## config.mk

```make
export PLATFORM = sky130hd
export DESIGN_NAME = frodo_out_framer_flat
export DESIGN_NICKNAME = d
export VERILOG_FILES = /design/src/rtl/frodo_out_framer_if.sv /design/src/rtl/frodo_out_framer.sv /design/src/flat_wrapper.sv
export SDC_FILE = /design/constraint.sdc
export NUM_CORES = 1
export LEC_CHECK = 0
export ABC_AREA = 1
export ABC_CLOCK_PERIOD_IN_PS = 2900
export CORE_ASPECT_RATIO = 0.75
export CORE_UTILIZATION = 35
export CTS_CLUSTER_SIZE = 8
export DETAILED_ROUTE_END_ITERATION = 10
export HOLD_SLACK_MARGIN = 0.12
export MAX_ROUTING_LAYER = met4
export PLACE_DENSITY = 0.68
export REMOVE_ABC_BUFFERS = 1
export SYNTH_ARGS = -nofsm -noshare
export SYNTH_HDL_FRONTEND = slang
export SYNTH_SLANG_ARGS = --single-unit
```

## constraint.sdc

```tcl
create_clock -name clk -period 2.9 [get_ports clk]
set_input_delay 0.725 -clock clk [delete_from_list [all_inputs] [get_ports clk]]
set_output_delay 0.725 -clock clk [all_outputs]
set_load 0.01 [all_outputs]
```

## src/rtl/frodo_out_framer_if.sv

```systemverilog
// Bus bundle between main's output stream, the framer and the host.
// The slave modport is the framer's view; master is the environment's view.
interface frodo_out_framer_if;
   logic [1:0]  mode;
   logic        mode_isReady;
   logic        mode_canReceive;
   logic [63:0] in;
   logic        in_isReady;
   logic        in_canReceive;
   logic [63:0] out;
   logic [2:0]  out_field;
   logic        out_first;
   logic        out_last;
   logic        out_opLast;
   logic        out_isReady;
   logic        out_canReceive;
   logic        busy;
   logic        err;

   modport slave (
      input  mode, mode_isReady, in, in_isReady, out_canReceive,
      output mode_canReceive, in_canReceive, out, out_field, out_first,
             out_last, out_opLast, out_isReady, busy, err
   );

   modport master (
      output mode, mode_isReady, in, in_isReady, out_canReceive,
      input  mode_canReceive, in_canReceive, out, out_field, out_first,
             out_last, out_opLast, out_isReady, busy, err
   );
endinterface

```

## src/rtl/frodo_out_framer.sv

```systemverilog
// FrodoKEM output framer: tags each 64-bit word from main with its field id,
// marks first/last word of every field and the last word of the operation,
// optionally byte-reverses the data. Single output register, full throughput.
module frodo_out_framer #(
   parameter int SWAP      = 1,
   parameter int W_SMALL_S = 4,
   parameter int W_MAT     = 2688,
   parameter int W_SEEDA   = 2,
   parameter int W_C2      = 16,
   parameter int W_SALT    = 8
) (
   input  logic                  clk,
   input  logic                  rst,
   frodo_out_framer_if.slave     bus
);

   typedef enum logic [1:0] {
      ST_IDLE  = 2'd0,
      ST_RUN   = 2'd1,
      ST_DRAIN = 2'd2
   } state_t;

   // Field id of the idx-th field emitted for operation m.
   function automatic logic [2:0] field_id(input logic [1:0] m, input logic [2:0] idx);
      logic [2:0] id;
      id = 3'd0;
      case (m)
         2'd0: id = idx;                      // keygen ids run 0..4 in order
         2'd1: begin
            case (idx)
               3'd0:    id = 3'd5;
               3'd1:    id = 3'd6;
               3'd2:    id = 3'd7;
               default: id = 3'd0;            // ss closes encaps
            endcase
         end
         default: id = 3'd0;                  // decaps emits only ss
      endcase
      return id;
   endfunction

   // Number of 64-bit words in a field.
   function automatic logic [11:0] field_size(input logic [2:0] id);
      logic [11:0] sz;
      sz = 12'(W_SMALL_S);
      case (id)
         3'd0, 3'd4:       sz = 12'(W_SMALL_S);
         3'd1, 3'd3, 3'd5: sz = 12'(W_MAT);
         3'd2:             sz = 12'(W_SEEDA);
         3'd6:             sz = 12'(W_C2);
         3'd7:             sz = 12'(W_SALT);
         default:          sz = 12'(W_SMALL_S);
      endcase
      return sz;
   endfunction

   // Number of fields making up operation m.
   function automatic logic [2:0] field_count(input logic [1:0] m);
      logic [2:0] n;
      n = 3'd1;
      case (m)
         2'd0:    n = 3'd5;
         2'd1:    n = 3'd4;
         default: n = 3'd1;
      endcase
      return n;
   endfunction

   // Byte reversal: byte 0 <-> byte 7, 1 <-> 6, ...
   function automatic logic [63:0] byte_swap(input logic [63:0] d);
      logic [63:0] r;
      r = 64'd0;
      for (int i = 0; i < 8; i++) begin
         r[8*i +: 8] = d[8*(7-i) +: 8];
      end
      return r;
   endfunction

   state_t      state_r, state_s;
   logic [1:0]  mode_r, mode_s;
   logic [11:0] word_cnt_r, word_cnt_s;
   logic [2:0]  field_idx_r, field_idx_s;
   logic [63:0] out_r, out_s;
   logic [2:0]  field_r, field_s;
   logic        first_r, first_s;
   logic        last_r, last_s;
   logic        op_last_r, op_last_s;
   logic        valid_r, valid_s;
   logic        err_r, err_s;

   logic [2:0]  cur_id_s;
   logic [11:0] cur_size_s;
   logic        word_last_s;
   logic        field_last_s;
   logic        in_ready_s;
   logic        in_xfer_s;
   logic        out_xfer_s;
   logic        mode_xfer_s;
   logic [63:0] data_s;

   // Handshake qualifiers and tag lookup for the word currently expected.
   always_comb begin
      cur_id_s     = field_id(mode_r, field_idx_r);
      cur_size_s   = field_size(cur_id_s);
      word_last_s  = (word_cnt_r == (cur_size_s - 12'd1));
      field_last_s = (field_idx_r == (field_count(mode_r) - 3'd1));
      out_xfer_s   = valid_r & bus.out_canReceive;
      in_ready_s   = (state_r == ST_RUN) & (~valid_r | bus.out_canReceive);
      in_xfer_s    = in_ready_s & bus.in_isReady;
      mode_xfer_s  = (state_r == ST_IDLE) & bus.mode_isReady;
      if (SWAP != 0) begin
         data_s = byte_swap(bus.in);
      end else begin
         data_s = bus.in;
      end
   end

   // Next-state logic: operation sequencing, counters and output register load.
   always_comb begin
      state_s     = state_r;
      mode_s      = mode_r;
      word_cnt_s  = word_cnt_r;
      field_idx_s = field_idx_r;
      out_s       = out_r;
      field_s     = field_r;
      first_s     = first_r;
      last_s      = last_r;
      op_last_s   = op_last_r;
      err_s       = 1'b0;

      // A load wins over an unload so back-to-back words leave no bubble.
      if (in_xfer_s) begin
         valid_s = 1'b1;
      end else if (out_xfer_s) begin
         valid_s = 1'b0;
      end else begin
         valid_s = valid_r;
      end

      case (state_r)
         ST_IDLE: begin
            if (mode_xfer_s) begin
               if (bus.mode != 2'd3) begin
                  state_s     = ST_RUN;
                  mode_s      = bus.mode;
                  word_cnt_s  = 12'd0;
                  field_idx_s = 3'd0;
               end else begin
                  err_s = 1'b1;
               end
            end else begin
               state_s = ST_IDLE;
            end
         end
         ST_RUN: begin
            if (in_xfer_s) begin
               out_s     = data_s;
               field_s   = cur_id_s;
               first_s   = (word_cnt_r == 12'd0);
               last_s    = word_last_s;
               op_last_s = word_last_s & field_last_s;
               if (word_last_s) begin
                  word_cnt_s = 12'd0;
                  if (field_last_s) begin
                     state_s = ST_DRAIN;
                  end else begin
                     field_idx_s = field_idx_r + 3'd1;
                  end
               end else begin
                  word_cnt_s = word_cnt_r + 12'd1;
               end
            end else begin
               state_s = ST_RUN;
            end
         end
         ST_DRAIN: begin
            // The final word must leave before a new operation may start.
            if (out_xfer_s | ~valid_r) begin
               state_s     = ST_IDLE;
               field_idx_s = 3'd0;
            end else begin
               state_s = ST_DRAIN;
            end
         end
         default: begin
            state_s = ST_IDLE;
         end
      endcase
   end

   // State, counters and output register with synchronous reset.
   always_ff @(posedge clk) begin
      if (rst) begin
         state_r     <= ST_IDLE;
         mode_r      <= 2'd0;
         word_cnt_r  <= 12'd0;
         field_idx_r <= 3'd0;
         out_r       <= 64'd0;
         field_r     <= 3'd0;
         first_r     <= 1'b0;
         last_r      <= 1'b0;
         op_last_r   <= 1'b0;
         valid_r     <= 1'b0;
         err_r       <= 1'b0;
      end else begin
         state_r     <= state_s;
         mode_r      <= mode_s;
         word_cnt_r  <= word_cnt_s;
         field_idx_r <= field_idx_s;
         out_r       <= out_s;
         field_r     <= field_s;
         first_r     <= first_s;
         last_r      <= last_s;
         op_last_r   <= op_last_s;
         valid_r     <= valid_s;
         err_r       <= err_s;
      end
   end

   assign bus.out             = out_r;
   assign bus.out_field       = field_r;
   assign bus.out_first       = first_r;
   assign bus.out_last        = last_r;
   assign bus.out_opLast      = op_last_r;
   assign bus.out_isReady     = valid_r;
   assign bus.err             = err_r;
   assign bus.busy            = (state_r != ST_IDLE);
   assign bus.mode_canReceive = (state_r == ST_IDLE);
   assign bus.in_canReceive   = in_ready_s;

endmodule

```

## src/flat_wrapper.sv

```systemverilog
// flat-port wrapper written by rule: the top's interface ports become plain ports
module frodo_out_framer_flat 
#(
   parameter int SWAP      = 1,
   parameter int W_SMALL_S = 4,
   parameter int W_MAT     = 2688,
   parameter int W_SEEDA   = 2,
   parameter int W_C2      = 16,
   parameter int W_SALT    = 8
)
  (clk, rst, bus_mode, bus_mode_isReady, bus_in, bus_in_isReady, bus_out_canReceive, bus_mode_canReceive, bus_in_canReceive, bus_out, bus_out_field, bus_out_first, bus_out_last, bus_out_opLast, bus_out_isReady, bus_busy, bus_err);
  frodo_out_framer_if bus_i ();
  input  logic clk;
  input  logic rst;
  input wire logic [$bits(bus_i.mode)-1:0] bus_mode;
  input wire logic [$bits(bus_i.mode_isReady)-1:0] bus_mode_isReady;
  input wire logic [$bits(bus_i.in)-1:0] bus_in;
  input wire logic [$bits(bus_i.in_isReady)-1:0] bus_in_isReady;
  input wire logic [$bits(bus_i.out_canReceive)-1:0] bus_out_canReceive;
  output wire logic [$bits(bus_i.mode_canReceive)-1:0] bus_mode_canReceive;
  output wire logic [$bits(bus_i.in_canReceive)-1:0] bus_in_canReceive;
  output wire logic [$bits(bus_i.out)-1:0] bus_out;
  output wire logic [$bits(bus_i.out_field)-1:0] bus_out_field;
  output wire logic [$bits(bus_i.out_first)-1:0] bus_out_first;
  output wire logic [$bits(bus_i.out_last)-1:0] bus_out_last;
  output wire logic [$bits(bus_i.out_opLast)-1:0] bus_out_opLast;
  output wire logic [$bits(bus_i.out_isReady)-1:0] bus_out_isReady;
  output wire logic [$bits(bus_i.busy)-1:0] bus_busy;
  output wire logic [$bits(bus_i.err)-1:0] bus_err;
  assign bus_i.mode = bus_mode;
  assign bus_i.mode_isReady = bus_mode_isReady;
  assign bus_i.in = bus_in;
  assign bus_i.in_isReady = bus_in_isReady;
  assign bus_i.out_canReceive = bus_out_canReceive;
  assign bus_mode_canReceive = bus_i.mode_canReceive;
  assign bus_in_canReceive = bus_i.in_canReceive;
  assign bus_out = bus_i.out;
  assign bus_out_field = bus_i.out_field;
  assign bus_out_first = bus_i.out_first;
  assign bus_out_last = bus_i.out_last;
  assign bus_out_opLast = bus_i.out_opLast;
  assign bus_out_isReady = bus_i.out_isReady;
  assign bus_busy = bus_i.busy;
  assign bus_err = bus_i.err;
  frodo_out_framer #(.SWAP(SWAP), .W_SMALL_S(W_SMALL_S), .W_MAT(W_MAT), .W_SEEDA(W_SEEDA), .W_C2(W_C2), .W_SALT(W_SALT)) u_core (.clk(clk), .rst(rst), .bus(bus_i));
endmodule
```

==> summary.txt <==
Placement
  • DP HPWL: between 7 and 8 mm
  • Placed cells: 801
  • Buffers added on ports: 145
  • Placed inst area: approximately 5500 um2
  • GPL Wtd Cong: 0.915

Timing
  • Tmin final: 2.74 ns
  • Worst slew pin tran: between 0.6 and 0.7 ns
  • Max_slew headroom: 59.9%
  • Max-slew violations: 0
  • Period utilization: between 90% and 100%
  • Final Hold Viols: 0
  • # setup viols final: 0
  • FMAX: 0.365 GHz
  • Setup Skew: 0.00994 ns

Cells and area
  • Ant. Diodes: 0
  • Final net count: 756
  • Layout cell share with drive strength beyond 1: 10.7%
  • Post-route insts no fill: 821
  • Design area: approximately 6000 um2
  • Layout area overhead: 51.7%

CTS
  • Clk sink count: 91
  • Number of hold buffers added after cts: 0
  • CTS tree: built
  • Clk pin slew, worst setup/hold paths: 0.07 ns
  • Clock Tree Buf Depth: 2
  • CTS Buf Count: 9
  • Worst-skew pair later-pin latency: 0.34 ns
  • H-tree level count: 3
  • CTS root buf: clkbuf_16

Worst setup path
  • Crit-path cells: buf_6, ha_1, inv_1, nand2_1, nand3_2, nand2_4, inv_2, nand2_2, ha_4, nand2_4, ha_4, xnor2_2, nand2_1, nor3_2, nand2_1, inv_2, nand2_2, nor2_4, nand2_4, o21ai_4, o21ai_1, nand2_1, inv_1
  • Arr. time, crit path: 2.98 ns
  • R2R setup slack: 0.16 ns
  • Slowest-stage cell, CP: dfxtp_2
  • WS Path Type: flip-flop to flip-flop
  • Largest stage delay on the critical path: around 0.36 ns
  • Critical Path Fanout Max: 4
  • Cell mode on critical path: nand2_1
  • Setup crit start kind: flip-flop
  • Worst setup EP type: flip-flop
  • Worst r2r src: u_core.field_idx_r[0]
  • Worst EP required: around 3.1 ns
  • Worst R2R Path Depth: 23
  • Worst R2R End: u_core.state_r[0]

Route
  • Total routed wirelength: 10.8 mm
  • Antenna violation net count after detailed routing: 0
  • Post-DR wirelength/cell: 13.2 um
  • Vias: 3961
  • First drt pass iteration count: 4
  • Initial DRC count: 192
  • DRC Markers: 0
  • DR vias/cell: 4.82

Global route
  • Global-route wire length before repair: 17.2 mm
  • Pin count of the biggest net entering global routing: 83
  • GRT overflow: 0
  • Vias in the first global route: 3583
  • Initial antenna violation count: 0
  • GRT Overall Usage: 18.6%

Power and ir drop
  • Maximum vdd ir drop: ~0.28 mV
  • Static leakage: about 0.0022 uW
  • Power density cells: 554 nW/um2

Run
  • Max cap viols: 0

Logic synthesis
  • Syn Inst Count: 532
  • Post-synthesis average cell area: 7.41 um2
  • Unique masters post-synth: 36
  • Mapped cell area: 3940 um2
  • Flops & latches, synth: 91
  • Top post-synthesis cells by area: dfxtp_1 46%, nand2_1 16%, a21oi_1 10%
  • Sequential area share after synthesis: between 40% and 50%
  • Top-area cell type share of the netlist area: 46.2%
  • Yosys warns: 0
  • Top cell type by total area after synthesis: dfxtp_1

Floorplan
  • Die ar.: 11700 um2
  • Die Span Y: 93.9 um
  • Core region area: 10900 um2
  • Num rows: 33
  • Die Wd: 125 um
  • I/O Pins: 146
  • Initial Utilization: 36.0%

Min path
  • Hold EP: u_core.bus.out[63]
  • HP Class: flip-flop to flip-flop
  • Hold path startpoint: u_core.bus.out[63]
  • Hold Path Depth: 2

Status
  • Status: finished, final reports clean
## metal layers
| metal | wire [um] | vias up | track usage [%] |
|---|---|---|---|
| met5 | 0 | - | - |
| li1 | - | 1998 | - |
| met3 | 765 | 15 | 5.30 |
| met2 | 4900 | 140 | 29.1 |
| met4 | 142 | 0 | 4.82 |
| met1 | 5020 | 1808 | 23.7 |
## cells in the mapped netlist, drive strengths merged
library cell,number
a21oi,83
a41oi,1
and2,2
buf,11
clkbuf,15
dfxtp,91
ha,9
inv,45
nand2,180
nand3,19
nand3b,1
nand4,7
nor2,29
nor3,2
nor3b,1
nor4,3
o211a,1
o211ai,1
o21a,2
o21ai,14
o22ai,5
or2,1
xnor2,4
xor2,5
## stage by stage
step / util, % / power (uW) / TNS [ns] / worst slack (ns) / hold WS [ns]
floorplan: - / 1730 / -38.61 / -0.876 / 0.469
global placement: 50.6 / 2050 / 0 / 0.109 / 0.452
detailed placement: 50.6 / 2070 / -0.0234 / -0.0123 / 0.454
CTS: 53.4 / 3270 / 0 / 0.00726 / 0.465
global route: 54.6 / 3480 / -0.00888 / -0.00888 / 0.478
finish: 54.6 / 3310 / 0 / 0.160 / 0.463
## worst max path at each step
stage / start / end / slack, ns / cells past startpoint
floorplan: bus_out_canReceive / u_core.field_idx_r[1] / -0.88 / 11
global placement: u_core.field_idx_r[1] / u_core.word_cnt_r[11] / 0.11 / 22
detailed placement: u_core.field_idx_r[1] / u_core.word_cnt_r[11] / -0.01 / 22
CTS: u_core.field_idx_r[0] / u_core.word_cnt_r[7] / 0.007 / 22
global route: u_core.field_idx_r[0] / u_core.state_r[0] / -0.009 / 23
finish: u_core.field_idx_r[0] / u_core.state_r[0] / 0.16 / 23
## critical path, delay by kind of cell, from the launching register on
kind,cells,cell delay (ns)
simple gates,12,1.07
fa+ha+maj,3,0.55
flops,1,0.36
buf+inv,5,0.31
compound gates,2,0.26
xor+xnor,1,0.10
## cell usage in the layout (no fill, tap or decap), types with 9 or more instances in the layout
master           netlist  routed
nand2_1              169     163
clkdlybuf4s50_1        0     144
nand3_1               17      16
clkbuf_16              0       9
inv_1                 43      39
dfxtp_1               91      88
o21ai_0               12      12
buf_4                  3      12
a21oi_1               82      82
nor2_1                26      25
nand2_2                8      10
## power breakdown
group / switching, uW / total, uW / internal, uW
registers: 40.7 / 1360 / 1320
clock network: 498 / 1200 / 699
logic: 383 / 758 / 375
total: 922 / 3310 / 2390
## cell type report
type / instances / area, um2
timing repair buffer: 159 / 1570
inverter: 45 / 171
fill: 984 / 4970
multi-input combinational: 370 / 1920
tap: 140 / 175
sequential: 91 / 1830
clock inverter: 6 / 71.3
clock buffer: 10 / 239
## flip-flops by register name (all words and copies together), names as in the netlist
register / count
u_core.word_cnt_r: 12
u_core.bus.out_field: 3
u_core.bus.out_last: 1
u_core.bus.out_isReady: 1
u_core.bus.out_opLast: 1
u_core.bus.err: 1
u_core.bus.out_first: 1
u_core.field_idx_r: 3
u_core.mode_r: 2
u_core.bus.out: 64
u_core.state_r: 2
## kinds of logic after synthesis
group | count (synthesis) | synth area share, %
simple gates | 245 | 27.2
compound gates | 107 | 14.4
flops | 91 | 46.2
buf+inv | 71 | 7.30
xor+xnor | 9 | 2.00
fa+ha+maj | 9 | 2.86
## timing repair
item / in CTS / in global routing
endpoints found under the setup margin: 4 / 18
pin swaps: 0 / 10
setup buffers: 0 / 4
gates resized for setup: 1 / 27
Power figures use the tool's default switching activity.
